--- config.mk ---
export PLATFORM = sky130hd
export DESIGN_NAME = id_ex_stage
export DESIGN_NICKNAME = d
export VERILOG_FILES = /design/src/rtl/id_ex_stage.sv
export SDC_FILE = /design/constraint.sdc
export NUM_CORES = 2
export LEC_CHECK = 0
export ABC_AREA = 1
export CELL_PAD_IN_SITES_DETAIL_PLACEMENT = 2
export CELL_PAD_IN_SITES_GLOBAL_PLACEMENT = 2
export CORE_MARGIN = 4
export CORE_UTILIZATION = 30
export CTS_CLUSTER_SIZE = 25
export DETAILED_ROUTE_END_ITERATION = 6
export PLACE_DENSITY = 0.66
export SLEW_MARGIN = 25
export SYNTH_ARGS = -nofsm -noshare
export SYNTH_HDL_FRONTEND = slang
export SYNTH_SLANG_ARGS = --single-unit
export TNS_END_PERCENT = 20
--- constraint.sdc ---
create_clock -name clk -period 2.9 [get_ports clk]
set_input_delay 0.58 -clock clk [delete_from_list [all_inputs] [get_ports clk]]
set_output_delay 0.58 -clock clk [all_outputs]
set_load 0.1 [all_outputs]
--- src/rtl/id_ex_stage.sv ---
// MIPS decode stage: register file with write-first bypass, control decode,
// immediate extension, load-use detection and the ID/EX pipeline register.

module control_unit (
   input  logic [5:0] op,
   input  logic [5:0] funct,
   output logic       reg_write,
   output logic       mem_to_reg,
   output logic       mem_write,
   output logic       branch,
   output logic       alu_src,
   output logic       reg_dst,
   output logic [2:0] alu_control
);
   // ALU encodings: 000 and, 001 or, 010 add, 011 xor, 110 sub, 111 slt
   always_comb begin
      reg_write   = 1'b0;
      mem_to_reg  = 1'b0;
      mem_write   = 1'b0;
      branch      = 1'b0;
      alu_src     = 1'b0;
      reg_dst     = 1'b0;
      alu_control = 3'b000;
      case (op)
         6'h00: begin
            reg_write = 1'b1;
            reg_dst   = 1'b1;
            case (funct)
               6'h22:   alu_control = 3'b110;
               6'h24:   alu_control = 3'b000;
               6'h25:   alu_control = 3'b001;
               6'h26:   alu_control = 3'b011;
               6'h2A:   alu_control = 3'b111;
               default: alu_control = 3'b010;
            endcase
         end
         6'h23: begin
            reg_write   = 1'b1;
            alu_src     = 1'b1;
            mem_to_reg  = 1'b1;
            alu_control = 3'b010;
         end
         6'h2B: begin
            mem_write   = 1'b1;
            alu_src     = 1'b1;
            alu_control = 3'b010;
         end
         6'h04: begin
            branch      = 1'b1;
            alu_control = 3'b110;
         end
         6'h08: begin
            reg_write   = 1'b1;
            alu_src     = 1'b1;
            alu_control = 3'b010;
         end
         6'h0C: begin
            reg_write   = 1'b1;
            alu_src     = 1'b1;
            alu_control = 3'b000;
         end
         6'h0D: begin
            reg_write   = 1'b1;
            alu_src     = 1'b1;
            alu_control = 3'b001;
         end
         6'h0E: begin
            reg_write   = 1'b1;
            alu_src     = 1'b1;
            alu_control = 3'b011;
         end
         6'h0A: begin
            reg_write   = 1'b1;
            alu_src     = 1'b1;
            alu_control = 3'b111;
         end
         default: ;
      endcase
   end
endmodule

module id_ex_stage #(
   parameter int DATA_W     = 32,
   parameter int REG_AW     = 5,
   parameter int PC_W       = 32,
   parameter int ZEXT_LOGIC = 1
) (
   input  logic              clk,
   input  logic              rst,
   input  logic [31:0]       InstructionD,
   input  logic [PC_W-1:0]   PCPlus4D,
   input  logic              RegWriteW,
   input  logic [REG_AW-1:0] WriteRegW,
   input  logic [DATA_W-1:0] ResultW,
   input  logic              StallE,
   input  logic              FlushE,
   output logic [REG_AW-1:0] RsD,
   output logic [REG_AW-1:0] RtD,
   output logic              LoadUseD,
   output logic              ValidE,
   output logic [PC_W-1:0]   PCPlus4E,
   output logic [DATA_W-1:0] RD1E,
   output logic [DATA_W-1:0] RD2E,
   output logic [DATA_W-1:0] ImmE,
   output logic [REG_AW-1:0] RsE,
   output logic [REG_AW-1:0] RtE,
   output logic [REG_AW-1:0] RdE,
   output logic              RegWriteE,
   output logic              MemtoRegE,
   output logic              MemWriteE,
   output logic              BranchE,
   output logic              ALUSrcE,
   output logic              RegDstE,
   output logic [2:0]        ALUControlE
);
   localparam int NREG = 2**REG_AW;

   typedef struct packed {
      logic              valid;
      logic [PC_W-1:0]   pc4;
      logic [DATA_W-1:0] rd1;
      logic [DATA_W-1:0] rd2;
      logic [DATA_W-1:0] imm;
      logic [REG_AW-1:0] rs;
      logic [REG_AW-1:0] rt;
      logic [REG_AW-1:0] rd;
      logic              reg_write;
      logic              mem_to_reg;
      logic              mem_write;
      logic              branch;
      logic              alu_src;
      logic              reg_dst;
      logic [2:0]        alu_control;
   } idex_t;

   logic [DATA_W-1:0] rf [NREG];
   logic [REG_AW-1:0] rs_d, rt_d, rd_d;
   logic [DATA_W-1:0] rd1_d, rd2_d, imm_d;
   logic [5:0]        op;
   logic              zext;
   logic              wr_en;
   idex_t             d_cap, e_q;
   logic              unused_shamt;

   assign op   = InstructionD[31:26];
   assign rs_d = InstructionD[21 +: REG_AW];
   assign rt_d = InstructionD[16 +: REG_AW];
   assign rd_d = InstructionD[11 +: REG_AW];
   assign unused_shamt = ^InstructionD[10:6];

   assign wr_en = RegWriteW && (WriteRegW != '0);

   always_ff @(posedge clk) begin
      if (rst) begin
         for (int i = 0; i < NREG; i++) rf[i] <= '0;
      end else if (wr_en) begin
         rf[WriteRegW] <= ResultW;
      end
   end

   // Write-first: the value being written back this cycle is visible to decode now.
   always_comb begin
      rd1_d = rf[rs_d];
      if (rs_d == '0)                    rd1_d = '0;
      else if (wr_en && WriteRegW == rs_d) rd1_d = ResultW;
   end

   always_comb begin
      rd2_d = rf[rt_d];
      if (rt_d == '0)                    rd2_d = '0;
      else if (wr_en && WriteRegW == rt_d) rd2_d = ResultW;
   end

   assign zext  = (ZEXT_LOGIC != 0) && (op == 6'h0C || op == 6'h0D || op == 6'h0E);
   assign imm_d = zext ? DATA_W'(InstructionD[15:0])
                       : DATA_W'($signed(InstructionD[15:0]));

   control_unit u_ctrl (
      .op          (op),
      .funct       (InstructionD[5:0]),
      .reg_write   (d_cap.reg_write),
      .mem_to_reg  (d_cap.mem_to_reg),
      .mem_write   (d_cap.mem_write),
      .branch      (d_cap.branch),
      .alu_src     (d_cap.alu_src),
      .reg_dst     (d_cap.reg_dst),
      .alu_control (d_cap.alu_control)
   );

   assign d_cap.valid = 1'b1;
   assign d_cap.pc4   = PCPlus4D;
   assign d_cap.rd1   = rd1_d;
   assign d_cap.rd2   = rd2_d;
   assign d_cap.imm   = imm_d;
   assign d_cap.rs    = rs_d;
   assign d_cap.rt    = rt_d;
   assign d_cap.rd    = rd_d;

   // A stalled EX load is not advancing, so it cannot create a hazard this cycle.
   assign LoadUseD = e_q.valid && e_q.mem_to_reg && (e_q.rt != '0) &&
                     ((e_q.rt == rs_d) || (e_q.rt == rt_d)) && !StallE;

   always_ff @(posedge clk) begin
      if (rst || FlushE)  e_q <= '0;
      else if (!StallE)   e_q <= LoadUseD ? '0 : d_cap;
   end

   assign RsD         = rs_d;
   assign RtD         = rt_d;
   assign ValidE      = e_q.valid;
   assign PCPlus4E    = e_q.pc4;
   assign RD1E        = e_q.rd1;
   assign RD2E        = e_q.rd2;
   assign ImmE        = e_q.imm;
   assign RsE         = e_q.rs;
   assign RtE         = e_q.rt;
   assign RdE         = e_q.rd;
   assign RegWriteE   = e_q.reg_write;
   assign MemtoRegE   = e_q.mem_to_reg;
   assign MemWriteE   = e_q.mem_write;
   assign BranchE     = e_q.branch;
   assign ALUSrcE     = e_q.alu_src;
   assign RegDstE     = e_q.reg_dst;
   assign ALUControlE = e_q.alu_control;
endmodule
-- Word-level counts from Yosys, hierarchy flattened
Memories as Yosys holds them, arrays and structs flattened.
Cells that the tools add are included.
- bits in writable memories: 1024
- output and inout bits: 164
- register bits: 153
- word-level logic and storage cells: 76
- memories: 1
- input port bits: 106
- memory list (name ; depth ; bits a word ; read ports ; clocked after Yosys merged registers in ; write ports ; RTL line ; source):
    rf ; 32 ; 32 ; 2 ; 0 ; 32 ; 136 ; logic [DATA_W-1:0] rf [NREG];
- reduce and logical (&&, ||, !) cells: 21
- equality and inequality tests: 17
- multiplexer cells: 22
- operator list (cell ; number):
    two-way mux 32 bit ; 6
    two-way mux 153 bit ; 1
    equality test 6 bit (second input constant) ; 7
    OR reduction 32 bit ; 1
    equality test 6 x 4 -> 1 bit (second input constant) ; 5
    equality test 5 bit ; 4
    one-hot mux 3 bit (6 select lines) ; 1
    one-hot mux 3 bit (5 select lines) ; 1
    OR reduction 7 bit ; 2
    two-way mux 1 bit ; 12
    logical NOT 5 bit ; 2
    nonzero test 5 bit ; 2
    logical AND 1 bit ; 7
    equality test 6 x 3 -> 1 bit (second input constant) ; 1
    logical NOT 6 bit ; 1
    two-way mux 5 bit ; 1
    logical OR 1 bit ; 4
    OR reduction 3 bit ; 1
    logical NOT 1 bit ; 1

-- Logic depth before layout (Yosys ltp)
- depth after elaboration: 7
- depth in mapped cells: 14
- depth with buffers taken out: 11

-- Cells and area by module
Synthesis repeated with hierarchy kept, for this count alone.
- cells, all modules: 8342
- area, all modules: 63719.9 um^2
- modules (own cells, without submodules) (module ; cells an instance ; sequential area each (um^2) ; instances ; area an instance (um^2)):
    id_ex_stage ; 8277 ; 33412.0 ; 1 ; 63443.3
    control_unit ; 65 ; 0.0 ; 1 ; 276.5

-- Worst setup path before layout
Ideal clock, no wire load.
- kind: input to register
- start: in WriteRegW[3]
- end: mem rf[10][0] (enable)
- library setup time: 0.389 ns
- path buffers: 2
- setup slack: 0.014 ns
- required time: 2.511 ns
- arrival: 2.496 ns
- stages: 10
- cell sequence: clkbuf_1 > inv_2 > nand3_1 > o21ai_1 > nor2_1 > nand3_1 > inv_2 > nand2_1 > clkbuf_1 > nand2_1
- RTL lines (element ; RTL line ; source):
    start: declaration ; 93 ; input logic [REG_AW-1:0] WriteRegW,
    end: declaration ; 136 ;

-- Final worst setup path
- start: reg e_q, in the netlist RtE[4]
- end: out LoadUseD
- word-level cells in the longest chain between the ends: 4
- elaborated cells on any way between the ends: 7
- classes of those cells: 2 x eq/ne; 5 x reduce/logical
- ends and longest elaborated chain (element ; RTL line ; source):
    start: declaration ; 142 ; idex_t d_cap, e_q;
    start signal: assignment ; 205 ; else if (!StallE) e_q <= LoadUseD ? '0 : d_cap;
    equality test 5 bit / nonzero test 5 bit (equally long branches) ; 201, 200 ;
    logical OR 1 bit / logical AND 1 bit (equally long branches) ; 201, 200 ;
    logical AND 1 bit (*) ; 200 ; assign LoadUseD = e_q.valid && e_q.mem_to_reg && (e_q.rt != '0) &&
    logical AND 1 bit (*) ; 201 ; ((e_q.rt == rs_d) || (e_q.rt == rt_d)) && !StallE;
    end: declaration ; 99 ; output logic LoadUseD,
Every way passes the cells marked *; elsewhere a longest branch is shown, timed or not.

==> impl_metrics.json <==
{
  "syn_inst": 7976,
  "ir_worst_vdd_mv": 0.653,
  "drcViolationCount": 0,
  "power_mw": 45.8,
  "worst_pin_slew_ns": 1.02,
  "critPathMaxFanout": 6,
  "fmax_ghz": 0.368,
  "post_synth.cell_area_avg_sq_um": 7.84,
  "ff2ff_path_depth": 12,
  "cts_buffers": 146,
  "die_h_microns": 465,
  "dieArea_sq_um": 216000,
  "final_cell_mix": "nand2_1 (2245), nor2_1 (1437), edfxtp_1 (1024), nand3_1 (871), buf_4 (558)",
  "slew_headroom_pct": 32.0,
  "netlist_area_sq_um": 62600,
  "final_common_cell": "nand2_1",
  "rr_startpoint": "RtE[4]",
  "grt_remaining_overflow": 0,
  "ys_seq_area_share_pct": 53.4,
  "ys_ff_latch": 1157,
  "r2r_end": "ImmE[5]",
  "cp-end-kind": "output pin",
  "path_clk_slew_ns": 0.06,
  "ys_types": 29,
  "numClockSinks": 1157,
  "fill_cells": 23235,
  "power_density_nw_per_um2": 590,
  "fp.dieW_microns": 465,
  "finalHoldViolations": 0,
  "min_from": "InstructionD[20]",
  "tns_ns": 0,
  "routedWlPerCell_microns": 29.3,
  "outcome": "complete, no violations",
  "crit_arrival_ns": 2.14,
  "cap_violations": 0,
  "grtUsageTotal_pct": 29.6,
  "setup_violations": 0,
  "layout.nets": 8434,
  "hpwlAfterDp_microns": 224000,
  "startpoint": "RtE[4]",
  "crit_required_ns": 2.32,
  "drt_pre_antenna_iters": 5,
  "fin_crit_ns": 2.72,
  "num_vias": 61752,
  "drv_slew": 0,
  "crit_type": "reg -> out",
  "via_per_inst": 5.50,
  "holdPathEnd": "RtE[4]",
  "clock_latency_ns": 0.83,
  "cp-start-kind": "flop",
  "rsz0062_at_grt": "no",
  "tritoncts": "built",
  "antenna_found_initial": 12,
  "hp-class": "in -> reg",
  "grt_pass1_vias": 64390,
  "holdBufCountCts": 0,
  "cts_root_buf": "clkbuf_16",
  "ios": 270,
  "drt-total-wl_microns": 329000,
  "initial_utilization_pct": 30.2,
  "gp_congestion": 0.891,
  "hold_depth": 3,
  "syn_to_final_growth_pct": 24.2,
  "fin_skew_ns": 0.0312,
  "grt_start_max_net_pins": 134,
  "reg2reg_slack_ns": 0.81,
  "htreeDepth": 4,
  "fin_crit_sh_pct": 93.7,
  "power_leakage_nw": 32.5,
  "ant_nets": 0,
  "core_sq_um": 207000,
  "cts_buffer_depth": 3,
  "rows": 167,
  "drive_above_1_share_pct": 12.8,
  "portBuffers": 269,
  "grt_pass1_wl_microns": 467000,
  "yosys_warnings": 0,
  "drt-initial-drc-count": 6029
}
[through the flow]
stage                     instances  utilization (%)  setup WS, ns  cell area (sq um)  hold WS [ns]
after floorplan                8007                -        0.0141              62700         0.724
after global placement        10967             35.2        -0.250              72900         0.453
after detailed placement      10967             35.2        -0.263              72900         0.461
after CTS                     11233             37.5        0.0262              77700        0.0564
after global routing          11234             37.5        0.0490              77700        0.0881
final                         11234             37.5         0.182              77700         0.110
[worst max-delay path, cell delays in order (launching register included)]
cell,delay [ns]
dfxtp_2,0.40
inv_1,0.07
nand2_1,0.06
nand2_1,0.09
nor2_1,0.14
nand3_1,0.10
nand2_1,0.08
nand2_2,0.09
inv_2,0.11
buf_12,0.18
[synth_stat cells (all sizes together)]
library cell,n,area share [%]
nor3b,1,0.012
buf,232,1.9
nor2,1444,8.7
nand3b,2,0.024
clkinv,2,0.012
nand3,875,7.0
nand4,5,0.050
clkbuf,461,2.8
xor2,8,0.11
o21ai,234,1.9
conb,1,0.0060
nand2,2309,14
or2,4,0.040
xnor2,2,0.028
inv,571,3.4
o211ai,370,4.4
dfxtp,133,4.3
and3,5,0.050
nor3,12,0.096
o2111ai,1,0.014
a21oi,280,2.2
edfxtp,1024,49
[registers in the layout (all words and copies together), names as in the netlist]
name and count:
ALUControlE 3, ALUSrcE 1, BranchE 1, ImmE 17, MemWriteE 1, MemtoRegE 1, PCPlus4E 32, RD1E 32
RD2E 32, RegDstE 1, RegWriteE 1, RsE 5, RtE 5, ValidE 1, rf 1024
[worst max path at each step]
stage            endpoint  cells after the start
6_report         LoadUseD                      9
3_5_place_dp   rf[10][19]                     10
2_1_floorplan   rf[10][0]                     10
4_1_cts          LoadUseD                      9
3_3_place_gp    rf[1][19]                     12
5_1_grt          LoadUseD                      9
[timing repair]
item                                    4_1_cts  5_1_grt
hold endpoints to repair                      0        0
gates resized for setup                       4        3
endpoints found under the setup margin        1        1
setup buffers                                 1        0
[report_power, final]
part | internal (mW) | leakage, nW | total [mW] | switching [mW]
combinational | 2.15 | 19.4 | 7.52 | 5.37
clock | 10.9 | 2.34 | 18.8 | 7.92
sequential | 19.0 | 10.8 | 19.5 | 0.475
total | 32.1 | 32.5 | 45.8 | 13.8
[area by class of cell]
class	count	area, sq um	area share, %
Antenna cell	1	2.50	0.00322
Clock inverter	82	816	1.05
Multi-Input combinational cell	5584	24500	31.5
Tap cell	2788	3490	4.49
Clock buffer	183	3960	5.10
Inverter	573	2190	2.81
Sequential cell	1157	33400	43.0
Timing Repair Buffer	866	9360	12.0
[layer usage]
| layer | vias to the layer above | global-route usage, % | share of wire (%) |
|---|---|---|---|
| met1 | 32305 | 40.5 | 44 |
| met2 | 2223 | 48.7 | 47 |
| li1 | 26774 | - | - |
| met3 | 448 | 4.32 | 6.6 |
| met4 | 2 | 8.20 | 2.7 |
| met5 | - | 0 | 0.0039 |
[logic make-up after synthesis]
logic type                Yosys count  synth area share, %
AOI/OAI and AO/OA                 885                 8.57
DFF                              1157                 53.4
xor gates and xnor gates           10                0.140
other                               1              0.00599
buffers and inverters            1266                 8.07
and+or+nand+nor                  4657                 29.8
Note: power is estimated with default switching activity, not from simulation.
